[src/rtl/demux_dispatch_pkg.sv]
// Shared constants and types for the result demux dispatch controller.
// The optional delivery counters are enabled with the DEMUX_DISPATCH_CNT_EN macro.
package demux_dispatch_pkg;

    localparam int unsigned DATA_W_DEF = 16;

    typedef enum logic {
        ST_IDLE = 1'b0,
        ST_SEND = 1'b1
    } state_e;

    localparam logic MODE_DIRECT = 1'b0;
    localparam logic MODE_ALT    = 1'b1;

    function automatic logic is_pow2(input int unsigned v);
        return (v != 0) && ((v & (v - 1)) == 0);
    endfunction

endpackage

[src/rtl/demux_dispatch_fifo.sv]
// Small synchronous FIFO with registered full/empty flags.
// The head entry is visible combinationally so the controller can load it in the same cycle it pops.
module demux_dispatch_fifo
    import demux_dispatch_pkg::*;
#(
    parameter int unsigned W     = 17,
    parameter int unsigned DEPTH = 2
) (
    input  logic         clk,
    input  logic         rst,
    input  logic         push,
    input  logic [W-1:0] wdata,
    input  logic         pop,
    output logic [W-1:0] rdata,
    output logic         full,
    output logic         empty
);

    localparam int unsigned AW = (DEPTH > 1) ? $clog2(DEPTH) : 1;
    localparam int unsigned CW = $clog2(DEPTH + 1);

    if (DEPTH < 2 || !is_pow2(DEPTH)) begin : g_bad_depth
        $error("demux_dispatch_fifo: DEPTH must be a power of 2 and at least 2");
    end

    logic [W-1:0]  mem_q [DEPTH];
    logic [AW-1:0] wr_ptr_q;
    logic [AW-1:0] rd_ptr_q;
    logic [CW-1:0] count_q;
    logic [CW-1:0] count_d;
    logic          full_q;
    logic          empty_q;
    logic          do_push;
    logic          do_pop;

    assign do_push = push && !full_q;
    assign do_pop  = pop && !empty_q;

    always_comb begin
        count_d = count_q + CW'(do_push) - CW'(do_pop);
    end

    // Flags are decoded from the next count so they come straight out of flops.
    always_ff @(posedge clk or posedge rst) begin
        if (rst) begin
            wr_ptr_q <= '0;
            rd_ptr_q <= '0;
            count_q  <= '0;
            full_q   <= 1'b0;
            empty_q  <= 1'b1;
        end else begin
            if (do_push) wr_ptr_q <= wr_ptr_q + AW'(1);
            if (do_pop)  rd_ptr_q <= rd_ptr_q + AW'(1);
            count_q <= count_d;
            full_q  <= (count_d == CW'(DEPTH));
            empty_q <= (count_d == '0);
        end
    end

    always_ff @(posedge clk) begin
        if (do_push) mem_q[wr_ptr_q] <= wdata;
    end

    assign rdata = mem_q[rd_ptr_q];
    assign full  = full_q;
    assign empty = empty_q;

endmodule

[src/rtl/demux_dispatch_ctrl.sv]
// Dispatch controller for the 1-to-2 result demux: FIFO, selection, single-word output stage.
// Define DEMUX_DISPATCH_CNT_EN to add saturating per-channel delivery counters (cnt0/cnt1/cnt_clr).
module demux_dispatch_ctrl
    import demux_dispatch_pkg::*;
#(
    parameter int unsigned DATA_W = DATA_W_DEF,
    parameter int unsigned DEPTH  = 2,
    parameter int unsigned CNT_W  = 8
) (
    input  logic              clk,
    input  logic              rst,
    input  logic              mode,
    input  logic              in_valid,
    input  logic [DATA_W-1:0] in_data,
    input  logic              in_dest,
    output logic              in_ready,
    output logic              out0_valid,
    output logic [DATA_W-1:0] out0_data,
    input  logic              out0_ready,
    output logic              out1_valid,
    output logic [DATA_W-1:0] out1_data,
    input  logic              out1_ready,
`ifdef DEMUX_DISPATCH_CNT_EN
    input  logic              cnt_clr,
    output logic [CNT_W-1:0]  cnt0,
    output logic [CNT_W-1:0]  cnt1,
`endif
    output logic              busy
);

    if (CNT_W < 1) begin : g_bad_cnt_w
        $error("demux_dispatch_ctrl: CNT_W must be at least 1");
    end

    state_e            state_q, state_d;
    logic [DATA_W-1:0] data_q, data_d;
    logic              sel_q, sel_d;
    logic              rr_q, rr_d;
    logic [DATA_W:0]   fifo_rdata;
    logic              fifo_full;
    logic              fifo_empty;
    logic              sel_ready;
    logic              hs;
    logic              load;

    demux_dispatch_fifo #(
        .W     (DATA_W + 1),
        .DEPTH (DEPTH)
    ) u_fifo (
        .clk   (clk),
        .rst   (rst),
        .push  (in_valid),
        .wdata ({in_dest, in_data}),
        .pop   (load),
        .rdata (fifo_rdata),
        .full  (fifo_full),
        .empty (fifo_empty)
    );

    assign sel_ready = sel_q ? out1_ready : out0_ready;
    assign hs        = (state_q == ST_SEND) && sel_ready;
    // A load refills the output stage whenever it is empty or being emptied this cycle.
    assign load      = !fifo_empty && ((state_q == ST_IDLE) || sel_ready);

    always_ff @(posedge clk or posedge rst) begin
        if (rst) begin
            state_q <= ST_IDLE;
            data_q  <= '0;
            sel_q   <= 1'b0;
            rr_q    <= 1'b0;
        end else begin
            state_q <= state_d;
            data_q  <= data_d;
            sel_q   <= sel_d;
            rr_q    <= rr_d;
        end
    end

    always_comb begin
        state_d = state_q;
        case (state_q)
            ST_IDLE: if (!fifo_empty) state_d = ST_SEND;
            ST_SEND: if (sel_ready && fifo_empty) state_d = ST_IDLE;
            default: state_d = ST_IDLE;
        endcase
    end

    always_comb begin
        data_d = data_q;
        sel_d  = sel_q;
        rr_d   = rr_q;
        if (load) begin
            data_d = fifo_rdata[DATA_W-1:0];
            sel_d  = (mode == MODE_ALT) ? rr_q : fifo_rdata[DATA_W];
            if (mode == MODE_ALT) rr_d = !rr_q;
        end
    end

    always_comb begin
        out0_valid = (state_q == ST_SEND) && !sel_q;
        out1_valid = (state_q == ST_SEND) && sel_q;
        out0_data  = out0_valid ? data_q : '0;
        out1_data  = out1_valid ? data_q : '0;
        in_ready   = !fifo_full;
        busy       = !fifo_empty || (state_q == ST_SEND);
    end

`ifdef DEMUX_DISPATCH_CNT_EN
    logic [CNT_W-1:0] cnt_q [2];
    logic [CNT_W-1:0] cnt_d [2];

    for (genvar gi = 0; gi < 2; gi++) begin : g_cnt
        always_comb begin
            cnt_d[gi] = cnt_q[gi];
            if (cnt_clr) begin
                cnt_d[gi] = '0;
            end else if (hs && (sel_q == 1'(gi)) && (cnt_q[gi] != '1)) begin
                cnt_d[gi] = cnt_q[gi] + CNT_W'(1);
            end
        end

        always_ff @(posedge clk or posedge rst) begin
            if (rst) cnt_q[gi] <= '0;
            else     cnt_q[gi] <= cnt_d[gi];
        end
    end

    assign cnt0 = cnt_q[0];
    assign cnt1 = cnt_q[1];
`endif

endmodule

[config.mk]
export PLATFORM = sky130hd
export DESIGN_NAME = demux_dispatch_ctrl
export DESIGN_NICKNAME = d
export VERILOG_FILES = /design/src/rtl/demux_dispatch_pkg.sv /design/src/rtl/demux_dispatch_fifo.sv /design/src/rtl/demux_dispatch_ctrl.sv
export SDC_FILE = /design/constraint.sdc
export NUM_CORES = 1
export LEC_CHECK = 0
export ABC_AREA = 1
export ABC_CLOCK_PERIOD_IN_PS = 1800
export BUFFER_PORTS_ARGS = -buffer_cell sky130_fd_sc_hd__buf_2
export CORE_MARGIN = 10
export CORE_UTILIZATION = 48
export DETAILED_ROUTE_END_ITERATION = 7
export GPL_TIMING_DRIVEN = 1
export PLACE_DENSITY_LB_ADDON = 0.12
export RECOVER_POWER = 50
export SLEW_MARGIN = 20
export SYNTH_ARGS = -nofsm -noshare
export SYNTH_HDL_FRONTEND = slang
export SYNTH_HIERARCHICAL = 1
export SYNTH_SLANG_ARGS = --single-unit
[constraint.sdc]
create_clock -name clk -period 1.8 [get_ports clk]
set_input_delay 0.09 -clock clk [delete_from_list [all_inputs] [get_ports clk]]
set_output_delay 0.09 -clock clk [all_outputs]
set_load 0.01 [all_outputs]
==> impl_metrics.json <==
{
  "fin_crit_ps": 1670,
  "dr.pass1.iters": 4,
  "cts_made_buffers": 9,
  "synth_compound_area_share_pct": 0.591,
  "remaining_drc_errors": 0,
  "start_util_pct": 49.7,
  "cts_root_buffer": "clkbuf_8",
  "setup_viol": 0,
  "seqPwrFrac_pct": 37.8,
  "layout_commonest_cell": "nand2_1",
  "synthMuxAreaShare_pct": 0,
  "grt_use_total_pct": 13.4,
  "p_sw_w": 0.00222,
  "io_buffers": 58,
  "grt_max_degree": 20,
  "path_max_fanout": 4,
  "max_slew_margin_pct": 53.5,
  "yosysTopAreaCellShare_pct": 40.2,
  "grt.overflow.total": 0,
  "final_cells": 431,
  "fillCellCount": 425,
  "clkPwrFrac_pct": 20.4,
  "drt_iter0_markers": 102,
  "intPower_w": 0.00344,
  "cts_tree": "built",
  "worstMarginPinSlew_ps": 696,
  "synth_xor_area_share_pct": 0.690,
  "ios": 59,
  "drt-total-wl_um": 5250,
  "ir_worst_vdd_uv": 801,
  "hold_viol_final": 0,
  "syn-num-nets": 294,
  "synth.distinct_cells": 23,
  "critPathMaxStageDelay_ps": 410,
  "ant_nets": 0,
  "yosys.area_share.adder_pct": 0.493,
  "final-seq-area_sq_um": 1650,
  "coreArea_sq_um": 5110,
  "syn_area_per_cell_sq_um": 9.40,
  "synth_area_leader_cell": "edfxtp_1",
  "ys_ff_latch": 59,
  "hpwl_um": 3580,
  "rrSetupSlack_ps": 130,
  "fin_crit_sh_pct": 92.7,
  "pwr-share-comb_pct": 41.7,
  "area_growth_pct": 30.0,
  "dieArea_sq_um": 8600,
  "cap_violations": 0,
  "wl_met2_um": 2170,
  "critPathKind": "reg -> reg",
  "swShare_pct": 39.2,
  "met1Wirelength_um": 2430,
  "final_area_sq_um": 3300,
  "start_kind": "register",
  "layout_common_cells": "110 x nand2_1, 44 x buf_2, 34 x nor2_1, 34 x edfxtp_1, 29 x inv_1",
  "clock-sinks": 59,
  "gp_congestion": 0.766,
  "drive_gt1_share_pct": 24.9,
  "path_clk_slew_ps": 60,
  "hp-class": "in -> reg",
  "cpMostUsedCell": "nand2_2",
  "clock_skew_ps": 7.06,
  "htreeDepth": 3,
  "multi_input_area_sq_um": 744,
  "max_freq_mhz": 600,
  "placed_cell_area_sq_um": 2900,
  "die_w_um": 92.7,
  "cp.required_ps": 2070,
  "syn_area_sq_um": 2540,
  "antenna_cells": 0,
  "cts_max_path_buffers": 2,
  "grt_pass1_vias": 1966,
  "dp_cells": 396,
  "vias": 1863,
  "vias_per_cell": 4.32,
  "yosys_warnings": 6,
  "synthTopCellsByArea": "edfxtp_1 40%, dfrtp_1 24%, nand2_1 17%",
  "arrival_ps": 1940,
  "cp_cell_sequence": "inv_2 > nand2_2 > nand3_4 > nand2_4 > inv_4 > inv_1 > nor2_2 > nand2_2 > nand2_2 > ha_4 > inv_2 > nand2_2 > nand2_2 > nand2_2 > nand2_2 > nor2_2",
  "synth_top_family_by_area": "simple AND/OR/NAND/NOR gates",
  "synthCells": 270,
  "whs_ps": 59.4,
  "p_leak_nw": 1.64,
  "end_kind": "register",
  "avgRoutedWirePerCell_um": 12.2,
  "layout.nets": 380,
  "die_y_um": 92.7,
  "ys_seq_area_share_pct": 64.9,
  "critPathSlowestCell": "dfrtp_1",
  "route.met3.wl_um": 557,
  "rows": 26,
  "status": "completed",
  "antenna_found_initial": 0,
  "synthSimpleGateAreaFrac_pct": 26.0,
  "maxSlewViolCount": 0,
  "top_layer": "met4",
  "clkLatencyLatePin_ps": 330,
  "power_density_nw_per_um2": 1720,
  "grt_first_pass_wirelength_um": 9160
}
[flip-flops by register name, summed over array words and instances, names as in the netlist]
signal and count:
data_q 16, u_fifo/count_q 2, u_fifo/rd_ptr_q 1, u_fifo/wr_ptr_q 1, rr_q 1, state_q 1, u_fifo/mem_q 34, sel_q 1
u_fifo/full 1, u_fifo/empty 1
[cells in the mapped netlist]
master,number
a21oi_1,1
buf_2,1
buf_4,2
buf_6,3
clkbuf_1,1
dfrtp_1,24
dfstp_2,1
edfxtp_1,34
ha_1,1
inv_1,29
inv_2,2
inv_4,2
nand2_1,117
nand2_2,5
nand2_4,1
nand3_1,1
nand3_2,1
nand4_1,1
nor2_1,35
nor2_2,3
o21ai_0,2
or2_2,1
xor2_1,2
[layer usage]
layer	track usage, %	vias to the layer above
met5	0	-
met4	6.94	0
met3	6.46	9
met2	18.9	64
met1	16.7	795
li1	-	995
[final timing paths]
path	from	to	depth (start not counted)
min in group asynchronous	rst	u_fifo/rd_ptr_q$_DFFE_PP0P_	3
hold reg to reg	data_q[4]$_DFFE_PP0P_	data_q[4]$_DFFE_PP0P_	2
max in group asynchronous	rst	data_q[2]$_DFFE_PP0P_	3
hold / removal	mode	rr_q$_DFFE_PP0P_	3
setup reg to reg	sel_q$_DFFE_PP0P_	u_fifo/empty$_DFF_PP1_	16
setup / recovery	sel_q$_DFFE_PP0P_	u_fifo/empty$_DFF_PP1_	16
[power by group through the flow]
stage | registers, W | logic (W) | clock network (W)
after floorplan | 0.00208 | 0.00167 | 0
after global placement | 0.00215 | 0.00221 | 0
after detailed placement | 0.00216 | 0.00225 | 0
after CTS | 0.00213 | 0.00229 | 0.00119
after global routing | 0.00220 | 0.00274 | 0.00127
final | 0.00214 | 0.00236 | 0.00116
[worst max-delay path, delay by kind of cell (launching register included)]
kind	cells	cell delay [ps]
simple gates	11	810
flops	1	410
buf+inv	4	230
fa+ha+maj	1	150
[per-stage QoR]
step	setup TNS (ps)	setup WS (ps)	utilization (%)	total power [W]
final	0	132	64.6	0.00567
after global routing	-10.3	-10.3	64.6	0.00621
after CTS	0	141	64.0	0.00561
after detailed placement	0	152	56.7	0.00440
after global placement	0	211	56.7	0.00436
after floorplan	0	78.7	-	0.00375
[logic make-up (layout without fill, tap and decap cells)]
kind of cell,after synthesis,after routing
adders and majority gates,1,1
AOI/OAI and AO/OA,3,3
buffers and inverters,40,131
xor gates and xnor gates,2,2
DFF,59,59
and+or+nand+nor,165,165
[area by class of cell]
| cell class | count | area share, % |
|---|---|---|
| clock buffers | 11 | 4.28 |
| clock inverters | 5 | 1.59 |
| inverters | 33 | 3.90 |
| multi-input cells | 171 | 22.6 |
| flip-flops and latches | 59 | 49.9 |
| well taps | 70 | 2.65 |
| repair buffers | 82 | 15.1 |
[repair_timing]
action | 4_1_cts | 5_1_grt
hold endpoints to repair | 59 | 0
buffers inserted | 0 | 1
resized for setup | 0 | 11
hold buffers | 18 | 0
setup endpoints to repair | 0 | 3
(Power assumes the default switching activity.)
